===== src/rtl/signal_creater_pkg.sv =====
// Shared types and constants for the serial pattern generator.
// Imported by signal_creater_n and sc_bit_counter.
package signal_creater_pkg;

    typedef enum logic [0:0] {
        IDLE = 1'b0,
        RUN  = 1'b1
    } state_t;

    localparam logic MODE_CYCLIC  = 1'b0;
    localparam logic MODE_ONESHOT = 1'b1;

endpackage


===== src/rtl/sc_bit_counter.sv =====
// Bit-position counter: counts 0..WIDTH-1 and wraps to 0.
// Clear outranks enable; last_o flags the final position.
module sc_bit_counter
    import signal_creater_pkg::*;
#(
    parameter int WIDTH = 8,
    parameter int CW    = $clog2(WIDTH)
) (
    input  logic          clk,
    input  logic          rst_n,
    input  logic          clr_i,
    input  logic          en_i,
    output logic [CW-1:0] idx_o,
    output logic          last_o
);

    localparam logic [CW-1:0] LAST_IDX = CW'(WIDTH - 1);

    logic [CW-1:0] idx_q;
    logic [CW-1:0] idx_d;

    always_comb begin
        idx_d = idx_q;
        if (clr_i) begin
            idx_d = '0;
        end else if (en_i) begin
            idx_d = (idx_q == LAST_IDX) ? '0 : idx_q + CW'(1);
        end
    end

    always_ff @(posedge clk) begin
        if (!rst_n) begin
            idx_q <= '0;
        end else begin
            idx_q <= idx_d;
        end
    end

    assign idx_o  = idx_q;
    assign last_o = (idx_q == LAST_IDX);

endmodule


===== src/rtl/signal_creater_n.sv =====
// Serial pattern generator: shifts a captured WIDTH-bit pattern out on 'out',
// cyclic or one-shot, in either bit order. First bit appears on the load edge.
module signal_creater_n
    import signal_creater_pkg::*;
#(
    parameter int WIDTH = 8,
    parameter int CW    = $clog2(WIDTH)
) (
    input  logic             clk,
    input  logic             rst_n,
    input  logic             load,
    input  logic [WIDTH-1:0] D,
    input  logic             mode,
    input  logic             lsb_first,
    input  logic             stop,
    output logic             out,
    output logic             busy,
    output logic             done,
    output logic [CW-1:0]    bit_idx
);

    state_t           state_q, state_d;
    logic [WIDTH-1:0] pat_q, pat_d;
    logic             mode_q, mode_d;
    logic             lsb_q, lsb_d;
    logic             load_q;
    logic             out_q, out_d;
    logic             done_q, done_d;

    logic             load_req;
    logic [WIDTH-1:0] ord_pat;
    logic [CW-1:0]    idx;
    logic [CW-1:0]    idx_nxt;
    logic             idx_last;
    logic             cnt_clr;
    logic             cnt_en;

    assign load_req = load & ~load_q;

    // ord_pat[i] is the bit to transmit at position i in the captured order.
    always_comb begin
        ord_pat = '0;
        for (int i = 0; i < WIDTH; i++) begin
            ord_pat[i] = lsb_q ? pat_q[i] : pat_q[WIDTH-1-i];
        end
    end

    assign idx_nxt = idx + CW'(1);
    assign cnt_clr = stop | load_req;
    assign cnt_en  = (state_q == RUN);

    sc_bit_counter #(
        .WIDTH (WIDTH),
        .CW    (CW)
    ) u_bit_counter (
        .clk    (clk),
        .rst_n  (rst_n),
        .clr_i  (cnt_clr),
        .en_i   (cnt_en),
        .idx_o  (idx),
        .last_o (idx_last)
    );

    // Priority: stop > load request > normal advance; reset handled in always_ff.
    always_comb begin
        state_d = state_q;
        pat_d   = pat_q;
        mode_d  = mode_q;
        lsb_d   = lsb_q;
        out_d   = 1'b0;
        done_d  = 1'b0;
        if (stop) begin
            state_d = IDLE;
        end else if (load_req) begin
            state_d = RUN;
            pat_d   = D;
            mode_d  = mode;
            lsb_d   = lsb_first;
            out_d   = lsb_first ? D[0] : D[WIDTH-1];
        end else if (state_q == RUN) begin
            if (idx_last) begin
                done_d = 1'b1;
                if (mode_q == MODE_CYCLIC) begin
                    out_d = ord_pat[0];
                end else begin
                    state_d = IDLE;
                end
            end else begin
                out_d = ord_pat[idx_nxt];
            end
        end
    end

    always_ff @(posedge clk) begin
        if (!rst_n) begin
            state_q <= IDLE;
            pat_q   <= '0;
            mode_q  <= MODE_CYCLIC;
            lsb_q   <= 1'b0;
            load_q  <= 1'b0;
            out_q   <= 1'b0;
            done_q  <= 1'b0;
        end else begin
            state_q <= state_d;
            pat_q   <= pat_d;
            mode_q  <= mode_d;
            lsb_q   <= lsb_d;
            load_q  <= load;
            out_q   <= out_d;
            done_q  <= done_d;
        end
    end

    assign out     = out_q;
    assign busy    = (state_q == RUN);
    assign done    = done_q;
    assign bit_idx = idx;

endmodule

===== config.mk =====
export PLATFORM = sky130hd
export DESIGN_NAME = signal_creater_n
export DESIGN_NICKNAME = d
export VERILOG_FILES = /design/src/rtl/signal_creater_pkg.sv /design/src/rtl/sc_bit_counter.sv /design/src/rtl/signal_creater_n.sv
export SDC_FILE = /design/constraint.sdc
export NUM_CORES = 1
export LEC_CHECK = 0
export ABC_CLOCK_PERIOD_IN_PS = 3300
export BUFFER_PORTS_ARGS = -buffer_cell sky130_fd_sc_hd__buf_4
export CORE_MARGIN = 4
export CORE_UTILIZATION = 45
export CTS_CLUSTER_SIZE = 14
export DETAILED_ROUTE_END_ITERATION = 10
export GPL_TIMING_DRIVEN = 0
export HOLD_SLACK_MARGIN = 0.06
export PLACE_DENSITY = 0.66
export SYNTH_ARGS = -nofsm -noshare
export SYNTH_HDL_FRONTEND = slang
export SYNTH_SLANG_ARGS = --single-unit
export TNS_END_PERCENT = 20

===== constraint.sdc =====
create_clock -name clk -period 3.3 [get_ports clk]
set_input_delay 0.33 -clock clk [delete_from_list [all_inputs] [get_ports clk]]
set_output_delay 0.33 -clock clk [all_outputs]
set_load 0.005 [all_outputs]

* Yosys cells after proc, flatten, opt, wreduce, memory -nomap -nowiden *
Index checks and enable logic that the tools add are counted.

operators by class
  reduce and logical (&&, ||, !) cells = 4
  mux-type cells = 21
  $lt $le $gt $ge = 1
  equality and inequality tests = 1
  bitwise logic cells = 6
  add/sub/neg operators = 1

operators with widths
  kind                                                         count
  two-way mux 1 bit                                            19
  less-than comparator 3 x 4 -> 1 bit (second input constant)  1
  inverter 1 bit                                               4
  OR reduction 2 bit                                           2
  OR reduction 4 bit                                           1
  adder 3 x 1 -> 3 bit (second input constant)                 1
  binary-select mux 1 bit (select 3 bit)                       1
  equality test 3 bit (second input constant)                  1
  two-way mux 3 bit                                            1
  AND reduction 2 bit                                          1
  bitwise AND 1 bit                                            1
  bitwise OR 1 bit                                             1

word-level totals
  flip-flop bits (word level) = 17
  word-level logic and storage cells = 42
  input port bits = 14
  output and inout port bits = 6

* Depth between registers and ports, before layout *
  word-level depth = 6
  mapped depth = 6
  depth with buffers taken out = 6

* Cells and area by module *
Synthesis repeated with hierarchy kept, for this count alone.

second synthesis, totals
  cells, all modules = 90
  area total of the unflattened synthesis = 869.6 um^2

by module, submodules not included
  module            area each (um^2)  seq. area each (um^2)  instances  cells each
  signal_creater_n  721.9             280.3                  1          76
  sc_bit_counter    147.6             60.1                   1          14

* Least setup slack after synthesis *
Ideal clock, no wire load.

  kind = reg-to-reg
  from = register lsb_q
  to = register out_q (netlist: out)
  clock period less this slack = 1.527 ns
  stages on the path, launching flop included = 5
  data required time = 3.168 ns
  slack = 1.773 ns
  setup time = 0.132 ns
  arrival = 1.396 ns
  path buffers = 1
  cell sequence = dfxtp_1 > buf_6 > mux4_2 > a2111oi_4 > a211oi_2

between the ends
  cells in the longest elaborated chain, start to end = 6
  elaborated cells on any way between the ends = 14
  those cells by class = mux (14)

RTL lines
  what                                     RTL line                 source
  start, declared                          signal_creater_n.sv:25   logic lsb_q, lsb_d;
  start signal, assigned                   signal_creater_n.sv:107  lsb_q <= lsb_d;
  two-way mux 1 bit                        signal_creater_n.sv:44   ord_pat[i] = lsb_q ? pat_q[i] : pat_q[WIDTH-1-i];
  binary-select mux 1 bit (select 3 bit)   signal_creater_n.sv:89   out_d = ord_pat[idx_nxt];
  two-way mux 1 bit (implied by the code)  signal_creater_n.sv:89
  two-way mux 1 bit (*)                    signal_creater_n.sv:81   if (idx_last) begin
  two-way mux 1 bit (*)                    signal_creater_n.sv:80   end else if (state_q == RUN) begin
  two-way mux 1 bit (*)                    signal_creater_n.sv:74   end else if (load_req) begin
  end signal, assigned                     signal_creater_n.sv:109  out_q <= out_d;
  end, declared                            signal_creater_n.sv:27   logic out_q, out_d;

Every way passes the cells marked *; elsewhere a longest branch is shown, timed or not. The select of a mux whose other input is x is not followed.
A chain may end at the register's enable or synchronous reset.

* Worst setup path in the final report *
  from = register u_bit_counter.idx_q[0] (netlist: u_bit_counter.idx_o[0])
  to = register out_q (netlist: out)

between the ends
  elaborated cells on any way between the ends = 7
  those cells by class = add/sub (1); eq/ne (1); mux (5)

RTL lines
  what                    RTL line                source
  start, declared         sc_bit_counter.sv:19    logic [CW-1:0] idx_q;
  start signal, assigned  sc_bit_counter.sv:35    idx_q <= idx_d;
  equality test 3 bit     sc_bit_counter.sv:40    assign last_o = (idx_q == LAST_IDX);
  net idx_last            signal_creater_n.sv:34  logic idx_last;
  two-way mux 1 bit       signal_creater_n.sv:81
  two-way mux 1 bit       signal_creater_n.sv:80
  two-way mux 1 bit       signal_creater_n.sv:74

The timed path passes the listed nets, and every way through them passes these cells. The select of a mux whose other input is x is not followed.

==> flow_summary.ini <==
[outcome]
status = finished, final reports clean

[finish]
drive_gt1_share_pct = 25.0
final_cell_mix = buf_4 (19), dfxtp_1 (17), nand2_1 (14)
fin_util_pct = 60.1
nNetsFinal = 133
n_antenna_cell = 0
final_common_cell = buf_4
fillCellCount = 183
synthToLayoutAreaGrowth_pct = 22.7
multiInputGateArea_um2 = 502
seq_area_um2 = 340
fin_area_um2 = 1080

[synthesis]
syn_inst = 93
seq_area_frac_synth_pct = 38.5
yosys-top-cells-area = dfxtp_1 (39%), mux2i_1 (11%), a21boi_0 (7.6%), o21ai_0 (6.2%), nand2_1 (5.9%)
synth.net_count = 109
yosys.area.top_type = dfxtp_1
syn_avg_cell_area_um2 = 9.50
ys_ff_latch = 17
synth_warnings = 0
ys_types = 23
netlist.area_leader.share_pct = 38.5
synth_area_um2 = 883

[clock_network]
postCtsHoldBufs = 0
cts_buffer_depth = 2
clk-insertion-delay-late_ns = 0.28
htree_num_levels = 1
clk_pin_slew_ns = 0.10
cts_sinks = 17
cts_resized = 0
cts_made_buffers = 3
cts_tree = yes
cts-root-buf = clkbuf_4
cts_setup_buffers = 0

[setup_path]
r2r_slack_ns = 1.60
required_ns = 3.51
crit_start = u_bit_counter.idx_o[0]
cp_data_arrival_time_ns = 1.90
cp-end-kind = flop
crit_end = out
r2r_end = out
reg2regPathDepth = 6
critPathLaunchType = flop
r2r-start = u_bit_counter.idx_o[0]
worst-path-max-fanout = 7
critPathKind = reg2reg

[global_routing]
grt_max_degree = 11
grt_pass1_wl_um = 3040
first_global_vias = 689
gr-total-overflow = 0
grtUsageTotal_pct = 14.8
antenna_found_initial = 0

[pwr]
p_per_area_nw_per_um2 = 349
leakage_nw = 0.395
ir_worst_vdd_uv = 191
power_uw = 378

[drt]
vias = 731
routedWlPerCell_um = 13.0
drt.antenna.violating_nets = 0
drtIter0Drc = 7
routed_wl_um = 1840
drc = 0
firstDrtPassIters = 4
viasPerCell = 5.18

[placement]
postPlaceCellArea_um2 = 1060
dp_hpwl_um = 1450
dp_slack_ns = 1.63
portBuffers = 19
gp_congestion = 0.805

[die]
dieArea_um2 = 2740
initial_core_util_pct = 49.0
ios = 20
fp.dieH_um = 52.3
core_um2 = 1800
die-width_um = 52.3
rows = 15

[timing]
period_share_pct = 51.5
setup_viol = 0
rsz0062_at_grt = no
drv_slew = 0
finalHoldViolCount = 0
clock.fmax_ghz = 0.589
skew_ns = 0.00213
tightestPinTransition_ns = 0.681
fin_setup_tns_ns = 0
setup_slack_ns = 1.60
maxSlewHeadroom_pct = 54.4
period_minus_slack_ns = 1.70

[hold_path]
hp-class = in2reg
hold_depth = 2

[run]
drv_cap = 0
critical path, cell delays in order (launching register included):
cell and delay [ns]:
dfxtp_1 0.35, ha_1 0.21, ha_1 0.28, a21bo_2 0.26, a221oi_1 0.20, o21ai_0 0.14, a211oi_2 0.18
per-layer routing:
layer	track usage (%)	part of all wire, %	vias to the layer above
met5	0	0	-
met2	26.0	47	13
met3	2.56	4.6	2
met4	3.83	0.65	0
met1	18.3	48	341
li1	-	-	375
how the worst min path moves through the flow:
stage	end	slack, ns	from
finish	load_q	0.26	load
floorplan	load_q	0.45	load
global route	load_q	0.26	load
detailed placement	u_bit_counter.idx_o[1]	0.48	u_bit_counter.idx_o[1]
CTS	load_q	0.26	load
global placement	mode_q	0.48	mode_q
Yosys cell counts (all sizes together):
library cell / instances
and2: 1
ha: 2
nor4bb: 1
a21oi: 1
mux2i: 10
clkbuf: 3
o22ai: 1
mux4: 2
a2111oi: 1
nand2: 14
a211oi: 1
nor2: 6
a21boi: 11
buf: 2
nand2b: 3
dfxtp: 17
a221oi: 1
inv: 2
nand3b: 1
a21bo: 1
o21ai: 11
nor2b: 1
area by class of cell:
cell class	instances	area share (%)
clock buffers	4	2.42
repair buffers	19	13.2
flip-flops and latches	17	31.4
inverters	2	0.693
well taps	25	2.89
plain buffers	5	3.12
multi-input cells	69	46.3
through the flow:
stage	cells	hold slack, ns
after CTS	141	0.257
after detailed placement	137	0.482
after global routing	141	0.255
after global placement	137	0.476
after floorplan	93	0.452
final	141	0.264
cell families (layout without fill, tap and decap cells):
family / after synthesis / after routing / synth area share, %
AOI/OAI and AO/OA: 28 / 28 / 23.5
and+or+nand+nor: 27 / 27 / 14.0
DFF: 17 / 17 / 38.5
muxes: 12 / 12 / 16.4
buffers and inverters: 7 / 30 / 4.67
adders and majority gates: 2 / 2 / 2.83
registers in the layout (all words and copies together) (netlist names):
name and cells:
pat_q 8, u_bit_counter.idx_o 3, out 1, lsb_q 1, load_q 1, busy 1
mode_q 1, done 1
power breakdown:
group | switching (mW) | leakage [nW] | internal [mW]
Clock | 0.0640 | 0.0150 | 0.0469
Combinational | 0.0230 | 0.242 | 0.0275
Sequential | 0.00498 | 0.138 | 0.212
Total | 0.0920 | 0.395 | 0.286
(Power assumes the default switching activity.)
